### config.mk
export PLATFORM = sky130hd
export DESIGN_NAME = gf2_poly_div
export DESIGN_NICKNAME = d
export VERILOG_FILES = /design/src/rtl/gf2_poly_div.sv
export SDC_FILE = /design/constraint.sdc
export NUM_CORES = 1
export LEC_CHECK = 0
export ABC_CLOCK_PERIOD_IN_PS = 3850
export CAP_MARGIN = 20
export CORE_MARGIN = 2
export CORE_UTILIZATION = 49
export DETAILED_ROUTE_END_ITERATION = 10
export PLACE_DENSITY = 0.72
export REMOVE_ABC_BUFFERS = 1
export SYNTH_ARGS = -nofsm -noshare
export SYNTH_HDL_FRONTEND = slang
export SYNTH_SLANG_ARGS = --single-unit
### constraint.sdc
create_clock -name clk -period 3.85 [get_ports clk]
set_clock_uncertainty 0.1 [all_clocks]
set_input_delay 1.155 -clock clk [delete_from_list [all_inputs] [get_ports clk]]
set_output_delay 1.155 -clock clk [all_outputs]
set_load 0.1 [all_outputs]
### src/rtl/gf2_poly_div.sv
// Iterative GF(2) polynomial divider: dividend = quotient*divisor ^ remainder, one bit per clock.
// Define GF2_POLY_DIV_EARLY_DONE_EN to stop once i reaches deg(divisor) (variable latency).
module gf2_poly_div #(
    parameter int N = 8
) (
    input  logic           clk,
    input  logic           rst_n,
    input  logic           in_valid,
    output logic           in_ready,
    input  logic [2*N-2:0] dividend,
    input  logic [N-1:0]   divisor,
    output logic           out_valid,
    input  logic           out_ready,
    output logic [2*N-2:0] quotient,
    output logic [N-2:0]   remainder,
    output logic           div_by_zero
);

    localparam int QW = 2*N-1;
    localparam int IW = $clog2(QW);

    typedef enum logic [1:0] {IDLE, DIV, DONE} state_t;

    state_t          r_state;
    logic [QW-1:0]   r_rem;
    logic [QW-1:0]   r_quo;
    logic [IW-1:0]   r_i;
    logic [IW-1:0]   r_deg;
    logic [N-1:0]    r_dvs;

    logic [IW-1:0]   w_deg;
    logic [IW-1:0]   w_shift;
    logic            w_hit;
    logic            w_last;
    logic [QW-1:0]   w_dvs_sh;
    logic [QW-1:0]   w_rem_nxt;
    logic [QW-1:0]   w_quo_nxt;

    // Highest set bit of the incoming divisor; later indices override earlier ones.
    always_comb begin
        w_deg = '0;
        for (int unsigned k = 0; k < N; k++) begin
            if (divisor[k]) w_deg = IW'(k);
        end
    end

    always_comb begin
        w_shift   = r_i - r_deg;
        w_hit     = (r_i >= r_deg) && r_rem[r_i];
        w_dvs_sh  = QW'(r_dvs) << w_shift;
        w_rem_nxt = r_rem;
        w_quo_nxt = r_quo;
        if (w_hit) begin
            w_rem_nxt          = r_rem ^ w_dvs_sh;
            w_quo_nxt[w_shift] = 1'b1;
        end
`ifdef GF2_POLY_DIV_EARLY_DONE_EN
        w_last = (r_i == r_deg);
`else
        w_last = (r_i == '0);
`endif
    end

    always_ff @(posedge clk or negedge rst_n) begin
        if (!rst_n) begin
            r_state     <= IDLE;
            r_rem       <= '0;
            r_quo       <= '0;
            r_i         <= '0;
            r_deg       <= '0;
            r_dvs       <= '0;
            in_ready    <= 1'b1;
            out_valid   <= 1'b0;
            quotient    <= '0;
            remainder   <= '0;
            div_by_zero <= 1'b0;
        end else begin
            case (r_state)
                IDLE: begin
                    if (in_valid && in_ready) begin
                        r_rem    <= dividend;
                        r_quo    <= '0;
                        r_deg    <= w_deg;
                        r_dvs    <= divisor;
                        r_i      <= IW'(QW-1);
                        in_ready <= 1'b0;
                        if (divisor == '0) begin
                            r_state     <= DONE;
                            out_valid   <= 1'b1;
                            div_by_zero <= 1'b1;
                            quotient    <= '0;
                            remainder   <= '0;
                        end else begin
                            r_state <= DIV;
                        end
                    end
                end
                DIV: begin
                    r_rem <= w_rem_nxt;
                    r_quo <= w_quo_nxt;
                    r_i   <= r_i - 1'b1;
                    if (w_last) begin
                        r_state     <= DONE;
                        out_valid   <= 1'b1;
                        quotient    <= w_quo_nxt;
                        remainder   <= w_rem_nxt[N-2:0];
                        div_by_zero <= 1'b0;
                    end
                end
                DONE: begin
                    if (out_ready) begin
                        r_state   <= IDLE;
                        out_valid <= 1'b0;
                        in_ready  <= 1'b1;
                    end
                end
                default: begin
                    r_state   <= IDLE;
                    out_valid <= 1'b0;
                    in_ready  <= 1'b1;
                end
            endcase
        end
    end

endmodule

==> run metrics, run 1 <==
Die ar.=between 9000 and 10000 um^2; final wirelength=11000 um; number of synthesized flops with an enable pin=0; HP Class=reg -> reg; ant diodes=0; Worst-Margin Slew=0.821 ns; register area share after synthesis=about 44%; RSZ-0062 raised after global routing=no; Detailed Routing Iterations Pass 1=5; critical path class=reg -> reg; share of cells above drive strength 1=approximately 15%; antenna-violating nets left=0; hold-fix buffers at CTS=0; Layout Nets=532; Yosys reg bits=72; DRC=0; commonest non-fill, non-tap cell in the layout=dfrtp_1; vias in the first global route=3436; cells after synthesis=about 450; H-tree depth=3; Core ar.=approximately 8200 um^2; status=finished, final reports clean; critical path data arrival time=between 3 and 4 ns; most frequent cells in the layout=dfrtp_1 (71), nand2_1 (69), buf_4 (41); asr flop ratio synth=100%; GP Congestion=roughly 0.93; post-synthesis cell type count=60; final setup violation count=0; Fillers=698; Worst EP required=around 4.0 ns; fin. max-slew vios=0; Max clock buf depth=2; Final period util=a little over four fifths; Detailed Route Iter0 Violations=between 200 and 300; first-pass GRT wire length=between 15000 and 20000 um; FMAX=0.309 GHz; HPWL after DPL=between 7000 and 8000 um; largest net degree at the start of global routing=37; total CTS buffers=9; clock latency on the worst-skew pair=approximately 0.35 ns; Post-Syn Area=just over 4000 um^2; CTS clk-pin slew, worst paths=around 0.080 ns; Setup Fix Bufs, Post-CTS=0; multi-input logic area=about 2100 um^2; Die Y=approximately 96 um; Max-slew headroom=between 40 and 50%; row count=33; DR WL/cell=about 18 um; Crit. End Element=flop; area grow syn2layout=18.4%; YS warnings=0; PostCTS Resize Cnt=0; root buf cell=clkbuf_8; Tot GR Track Use=25.5%; initial antenna violation count=0; Port Buffers=around 50; Reg area=between 1500 and 2000 um^2; Vias/cell=6.13; Max-Cap Viols=0; io pins=between 50 and 60; via count=around 3.7k; gr ovfl total=0; Sink Count=between 70 and 80; Final Hold Violating Endpoints=0; setup TNS=0 ns; crit path launch type=flop; most common flop cell mapped by yosys=dfrtp_1; Worst Path Max Fanout=12; DIE WIDTH=~96 um; CTS tree=built; Starting Density=between 50% and 60%; min Tclk post-route=3.23 ns; syn_area_per_cell=between 9 and 10 um^2
[Yosys cell counts (all sizes together), types with 6 or more instances]
cell	instances	area, um^2
buf	14	93.8
nor2	35	131
and3	6	37.5
dfrtp	71	1780
o21ai	27	139
clkbuf	17	63.8
o311ai	7	61.3
inv	15	56.3
o211ai	12	104
nand2	69	259
nor3	12	65.1
a211oi	12	90.1
nand3	15	75.1
a21oi	23	119
xnor2	8	70.1
mux2i	14	140
a31oi	14	87.6
[stage by stage]
stage | area (um^2) | hold WS (ns) | utilization, % | instances | setup slack [ns]
finish | 4890 | 0.386 | 59.8 | 610 | 0.616
global route | 4890 | 0.415 | 59.8 | 610 | 0.460
detailed placement | 4670 | 0.373 | 57.1 | 594 | 0.426
CTS | 4890 | 0.395 | 59.8 | 610 | 0.647
floorplan | 3980 | 0.347 | - | 422 | 0.574
global placement | 4670 | 0.359 | 57.1 | 594 | 0.476
[cell type report]
type	instances	share of cell area, %
multi-input cells	335	43.3
flip-flops and latches	72	36.9
repair buffers	67	11.5
well taps	105	2.69
clock buffers	10	2.61
clock inverters	6	1.89
inverters	15	1.15
[critical path: stages (launching register included)]
cell and delay [ns]:
dfrtp_1 0.53, ha_1 0.45, and3b_4 0.25, or3_1 0.49, nand2_1 0.41, a31oi_1 0.24
mux2_1 0.34, a221o_1 0.30
[layer usage]
| layer | vias up | track usage, % | wire length, um |
|---|---|---|---|
| li1 | 1755 | - | - |
| met1 | 1835 | 35.0 | 4960 |
| met2 | 142 | 40.7 | 5190 |
| met3 | 8 | 5.25 | 743 |
| met4 | 0 | 8.45 | 133 |
| met5 | - | 0 | 0 |
[cells by family after synthesis]
kind of cell	Yosys count	share of synthesized area, %
XOR/XNOR	9	1.91
AND/OR/NAND/NOR	171	19.3
flip-flops	72	43.6
adder cells (fa/ha/maj)	5	1.70
AO/OA/AOI/OAI	129	21.9
multiplexers	21	6.39
buffers and inverters	46	5.18
[path summary, 6_finish.rpt]
| path | from | endpoint | slack [ns] | cells past startpoint |
|---|---|---|---|---|
| worst max-delay path | r_i[2] | r_rem[11] | 0.62 | 7 |
| worst min-delay path | remainder[1] | remainder[1] | 0.39 | 2 |
| worst max register to register | r_i[2] | r_rem[11] | 0.62 | 7 |
| worst min register to register | remainder[1] | remainder[1] | 0.39 | 2 |
| max in group asynchronous | rst_n | r_dvs[2] | 2.33 | 2 |
| min in group asynchronous | rst_n | r_rem[11] | 0.56 | 1 |
[registers in the layout, indices dropped and copies added, names as in the netlist]
register / cells
r_deg: 3
r_dvs: 8
div_by_zero: 1
quotient: 15
r_state: 2
r_rem: 15
remainder: 7
out_valid: 1
in_ready: 1
r_quo: 15
r_i: 4
Power of run 1 is left out: the tool's default activity adds up to more than one toggle a clock period on the data nets, which glitch-free logic cannot reach.
==> inputs of run 2 (changes only) <==
- ABC_CLOCK_PERIOD_IN_PS: 3850 -> 2600
- PLACE_DENSITY: 0.72 -> 0.75
- clock period: 3.85 -> 2.6 ns (I/O delays scaled with it)
==> run 2 against run 1 <==
The flow now finishes with violations (negative setup slack). Maximum frequency increased by 10%. Non-clock buffer count grew 78. Via count increased by 13%. Global-route usage grew 1.9 points. Final area up 18%. Count of clock-buffer cells in the layout stayed put. Critical path type unchanged. Highest routed layer unchanged.
==> run metrics, run 2 (same netlist as run 1, synthesis figures left out) <==
Detailed Routing Iterations Pass 1=5; min Tclk post-route=2.94 ns; HPWL after DPL=around 9000 um; pre-CTS WS=-0.416 ns; setup TNS=-2.16 ns; first-pass GRT wire length=approximately 19000 um; Max-Cap Viols=0; antenna-violating nets left=0; share of cells above drive strength 1=approximately a third; FMAX=0.340 GHz; CTS clk-pin slew, worst paths=roughly 0.080 ns; routed wl met3=1070 um; CTS tree=built; DRC=0; Tot GR Track Use=between 20% and 30%; DIE WIDTH=95.8 um; metal2 WL=slightly above 6000 um; Layout Nets=roughly 600; CP dominant cell by count=inv_2; GP Congestion=~0.96; crit path buf inv count=2; Worst EP required=approximately 2.7 ns; largest net degree at the start of global routing=27; area grow syn2layout=39.5%; Reg area=around 1800 um^2; crit path launch type=flop; Detailed Route Iter0 Violations=~500; via count=between 4k and 5k; DR WL/cell=between 15 and 20 um; slack of the critical path=-0.339 ns; Max clock buf depth=2; Core ar.=roughly 8200 um^2; HP Class=in -> async; Worst path top cell family by delay=multiplexers; commonest non-fill, non-tap cell in the layout=buf_4; vias in the first global route=3965; Fillers=just under 600; Finished Layout Cells=~690; Worst-Margin Slew=approximately 0.64 ns; Die ar.=roughly 9000 um^2; clock latency on the worst-skew pair=~0.36 ns; Placed Instance Area=between 5000 and 6000 um^2; most frequent cells in the layout=buf_4 (112), dfrtp_1 (71), nand2_1 (66); gr ovfl total=0; DR top layer=met4; Worst Path Max Fanout=3; crit-path max cell delay=~0.57 ns; Max-slew headroom=a little under three fifths; Final Hold Violating Endpoints=0; length of routed wiring on met1=approximately 5200 um; io pins=between 50 and 60; Post-Layout Inst Area=approximately 5800 um^2; critical path data arrival time=3.07 ns; H-tree depth=3; Vias/cell=approximately 6.1; CP cell instances=inv_2, ha_4, inv_2, fa_2, mux4_2, and2_4, o22ai_2, o21ai_2, mux2_4, a221o_1; failing checks=negative setup slack; final setup violation count=15; Sink Count=72; total CTS buffers=9; RSZ-0062 raised after global routing=yes; Placed Cells=~660; initial antenna violation count=0; Starting Density=around half; critical path class=reg -> reg; Die Y=between 90 and 100 um; slowest CP cell=fa_2; Port Buffers=slightly above 50; root buf cell=clkbuf_8; final wirelength=between 10000 and 15000 um; fin. max-slew vios=0; multi-input logic area=roughly 2400 um^2; Crit. End Element=flop; row count=33; ant diodes=0; Final period util=113%; biggest registers after layout=quotient: 15 flops, r_quo: 15 flops, r_rem: 15 flops; status=finished with violations
run 2: per-stage QoR:
stage | util (%) | hold WS [ns]
CTS | 67.0 | 0.360
floorplan | - | 0.347
global route | 70.5 | 0.385
global placement | 63.4 | 0.357
finish | 70.5 | 0.344
detailed placement | 63.4 | 0.367
run 2: final timing paths:
check                             startpoint  slack [ns]  cells after the start      endpoint
worst min register to register  remainder[2]        0.38                      2  remainder[2]
min in group clk                remainder[2]        0.38                      2  remainder[2]
worst min-delay path                   rst_n        0.34                      1      r_rem[7]
worst max-delay path                  r_i[0]       -0.34                     10     r_rem[13]
max in group asynchronous              rst_n        1.48                      2  remainder[3]
worst max register to register        r_i[0]       -0.34                     10     r_rem[13]
run 2: layout make-up:
cell class	instances	area share, %
Multi-Input combinational cell	335	41.4
Sequential cell	72	31.3
Timing Repair Buffer	145	21.1
Tap cell	105	2.28
Clock buffer	10	2.21
Inverter	15	0.977
Clock inverter	6	0.781
run 2: what timing repair did:
| action | in CTS | in global routing |
|---|---|---|
| gates resized for setup | 30 | 42 |
| setup endpoints to repair | 44 | 46 |
| buffers inserted | 3 | 12 |
| hold buffers | 0 | 0 |
| gates cloned | 0 | 1 |
| pin swaps | 7 | 18 |
run 2: metal layers:
layer	track usage, %	vias up
met2	44.1	228
met3	5.25	39
met1	37.3	2042
met5	0	-
li1	-	1903
met4	9.17	0
Power of run 2 is left out for the same reason.
==> inputs of run 3 (changes only) <==
==> constraint.sdc (replaced) <==
create_clock -name clk -period 2.6 [get_ports clk]
set_clock_uncertainty 0.1 [all_clocks]
set_input_delay 0.52 -clock clk [delete_from_list [all_inputs] [get_ports clk]]
set_output_delay 0.52 -clock clk [all_outputs]
set_load 0.1 [all_outputs]
==> run 3 against run 2 <==
The flow still finishes with violations (negative setup slack). Global-route usage is 1.8 points higher. Wire length is 0.38% higher. Die area stayed put. Maximum frequency is 0.77% higher. Worst setup slack better by 0.023 ns. First-iteration DRC count is 21% lower. Critical path type unchanged. Critical endpoint unchanged. Highest routed layer unchanged.
==> run metrics, run 3 (same netlist as run 1, synthesis figures left out) <==
status=finished with violations; failing checks=negative setup slack; FMAX=about 0.34 GHz; DR WL/cell=roughly 19 um; area grow syn2layout=36.8%; Worst EP required=between 2 and 3 ns; Detailed Route Iter0 Violations=391; HP Class=in -> async; worst r2r src=r_i[0]; Max clock buf depth=2; Detailed Routing Iterations Pass 1=5; Port Buffers=51; most frequent cells in the layout=buf_4 (106), dfrtp_1 (71), nand2_1 (67); Placed Cells=652; initial antenna violation count=0; crit-path max cell delay=roughly 0.56 ns; CP cell instances=inv_2, ha_4, inv_2, fa_2, mux4_2, and2_4, o22ai_1, o21ai_1, mux2_4, a221o_1; commonest non-fill, non-tap cell in the layout=buf_4; Worst Setup SP=r_i[0]; min Tclk post-route=roughly 2.9 ns; crit path launch type=flop; reg-to-reg slack, setup=-0.32 ns; Most Crowded Layer GR=met2; fin. max-slew vios=0; ant diodes=0; Layout Nets=between 600 and 700; hold-fix buffers at CTS=0; CP dominant cell by count=inv_2; Worst-Margin Slew=~0.9 ns; HPWL after DPL=between 8000 and 9000 um; Worst Setup EP=r_rem[13]; slack of the critical path=-0.317 ns; CTS tree=built; clock latency on the worst-skew pair=about 0.36 ns; Crit. End Element=flop; Post-Layout Inst Area=roughly 5700 um^2; Starting Density=approximately half; met1 Track Usage GR=between 40% and 50%; io pins=52; Vias/cell=about 6.2; total CTS buffers=9; final setup violation count=12; met2 usage=roughly 47%; reg2reg end=r_rem[13]; vias in the first global route=4019; H-tree depth=3; root buf cell=clkbuf_8; row count=33; antenna-violating nets left=0; Final period util=112%; worst reg2reg path depth=10; slowest CP cell=fa_2; Max-Cap Viols=0; first-pass GRT wire length=approximately 20000 um; fin util=approximately 70%; gr ovfl total=0; CTS clk-pin slew, worst paths=approximately 0.08 ns; GP Congestion=a little over 0.9; Placed Instance Area=a little over 5000 um^2; Tot GR Track Use=29.2%; DRC=0; Finished Layout Cells=just under 700; Core ar.=8180 um^2; Max-slew headroom=just over 40%; Die ar.=9180 um^2; RSZ-0062 raised after global routing=yes; Final Hold Violating Endpoints=0; via count=approximately 4.2k; biggest registers after layout=quotient: 15 flops, r_quo: 15 flops, r_rem: 15 flops; share of cells above drive strength 1=roughly 32%; Sink Count=approximately 70; DIE WIDTH=around 96 um; setup TNS=-1.94 ns; largest net degree at the start of global routing=37; Worst Path Max Fanout=3; critical path data arrival time=between 3 and 4 ns; final wirelength=around 13000 um; Die Y=about 96 um; routing usage on met3=around 3.8%; critical path class=reg -> reg
-- run 3: worst max-delay path, delay by kind of cell (launching register included) --
| kind | cells | cell delay, ns |
|---|---|---|
| mux | 2 | 0.84 |
| fa+ha+maj | 2 | 0.69 |
| flops | 1 | 0.40 |
| compound gates | 3 | 0.46 |
| buf+inv | 2 | 0.12 |
| simple gates | 1 | 0.18 |
-- run 3: worst min-delay path by stage --
| stage | start | to | slack (ns) | cells past startpoint |
|---|---|---|---|---|
| 4_1_cts | rst_n | r_rem[14] | 0.18 | 1 |
| 6_report | rst_n | r_rem[14] | 0.17 | 1 |
| 5_1_grt | rst_n | r_rem[7] | 0.22 | 1 |
| 2_1_floorplan | rst_n | div_by_zero | 0.12 | 0 |
| 3_5_place_dp | quotient[13] | quotient[13] | 0.37 | 2 |
| 3_3_place_gp | quotient[13] | quotient[13] | 0.36 | 2 |
-- run 3: layer usage --
layer  vias up  wire length, um
met1      2112             5580
met3        19              827
li1       1911                -
met4         0              244
met2       175             6200
met5         -                0
-- run 3: what timing repair did --
item                       4_1_cts  5_1_grt
setup endpoints to repair       43       39
buffers inserted                 5        8
cloned                           0        1
resized for setup               32       24
hold endpoints to repair         0        0
pin swaps                       14       16
-- run 3: area by class of cell --
cell class / instances / area (um^2)
Fill cell: 636 / 2520
Timing Repair Buffer: 139 / 1150
Multi-Input combinational cell: 335 / 2310
Clock inverter: 7 / 80.1
Clock buffer: 9 / 124
Inverter: 15 / 56.3
Sequential cell: 72 / 1800
Tap cell: 105 / 131
-- run 3: stage by stage --
stage	setup slack (ns)	hold WS (ns)
after floorplan	-0.676	0.124
after global placement	-0.235	0.356
after detailed placement	-0.393	0.367
after CTS	-0.306	0.185
after global routing	-0.379	0.219
final	-0.317	0.167
Power of run 3 is left out for the same reason.
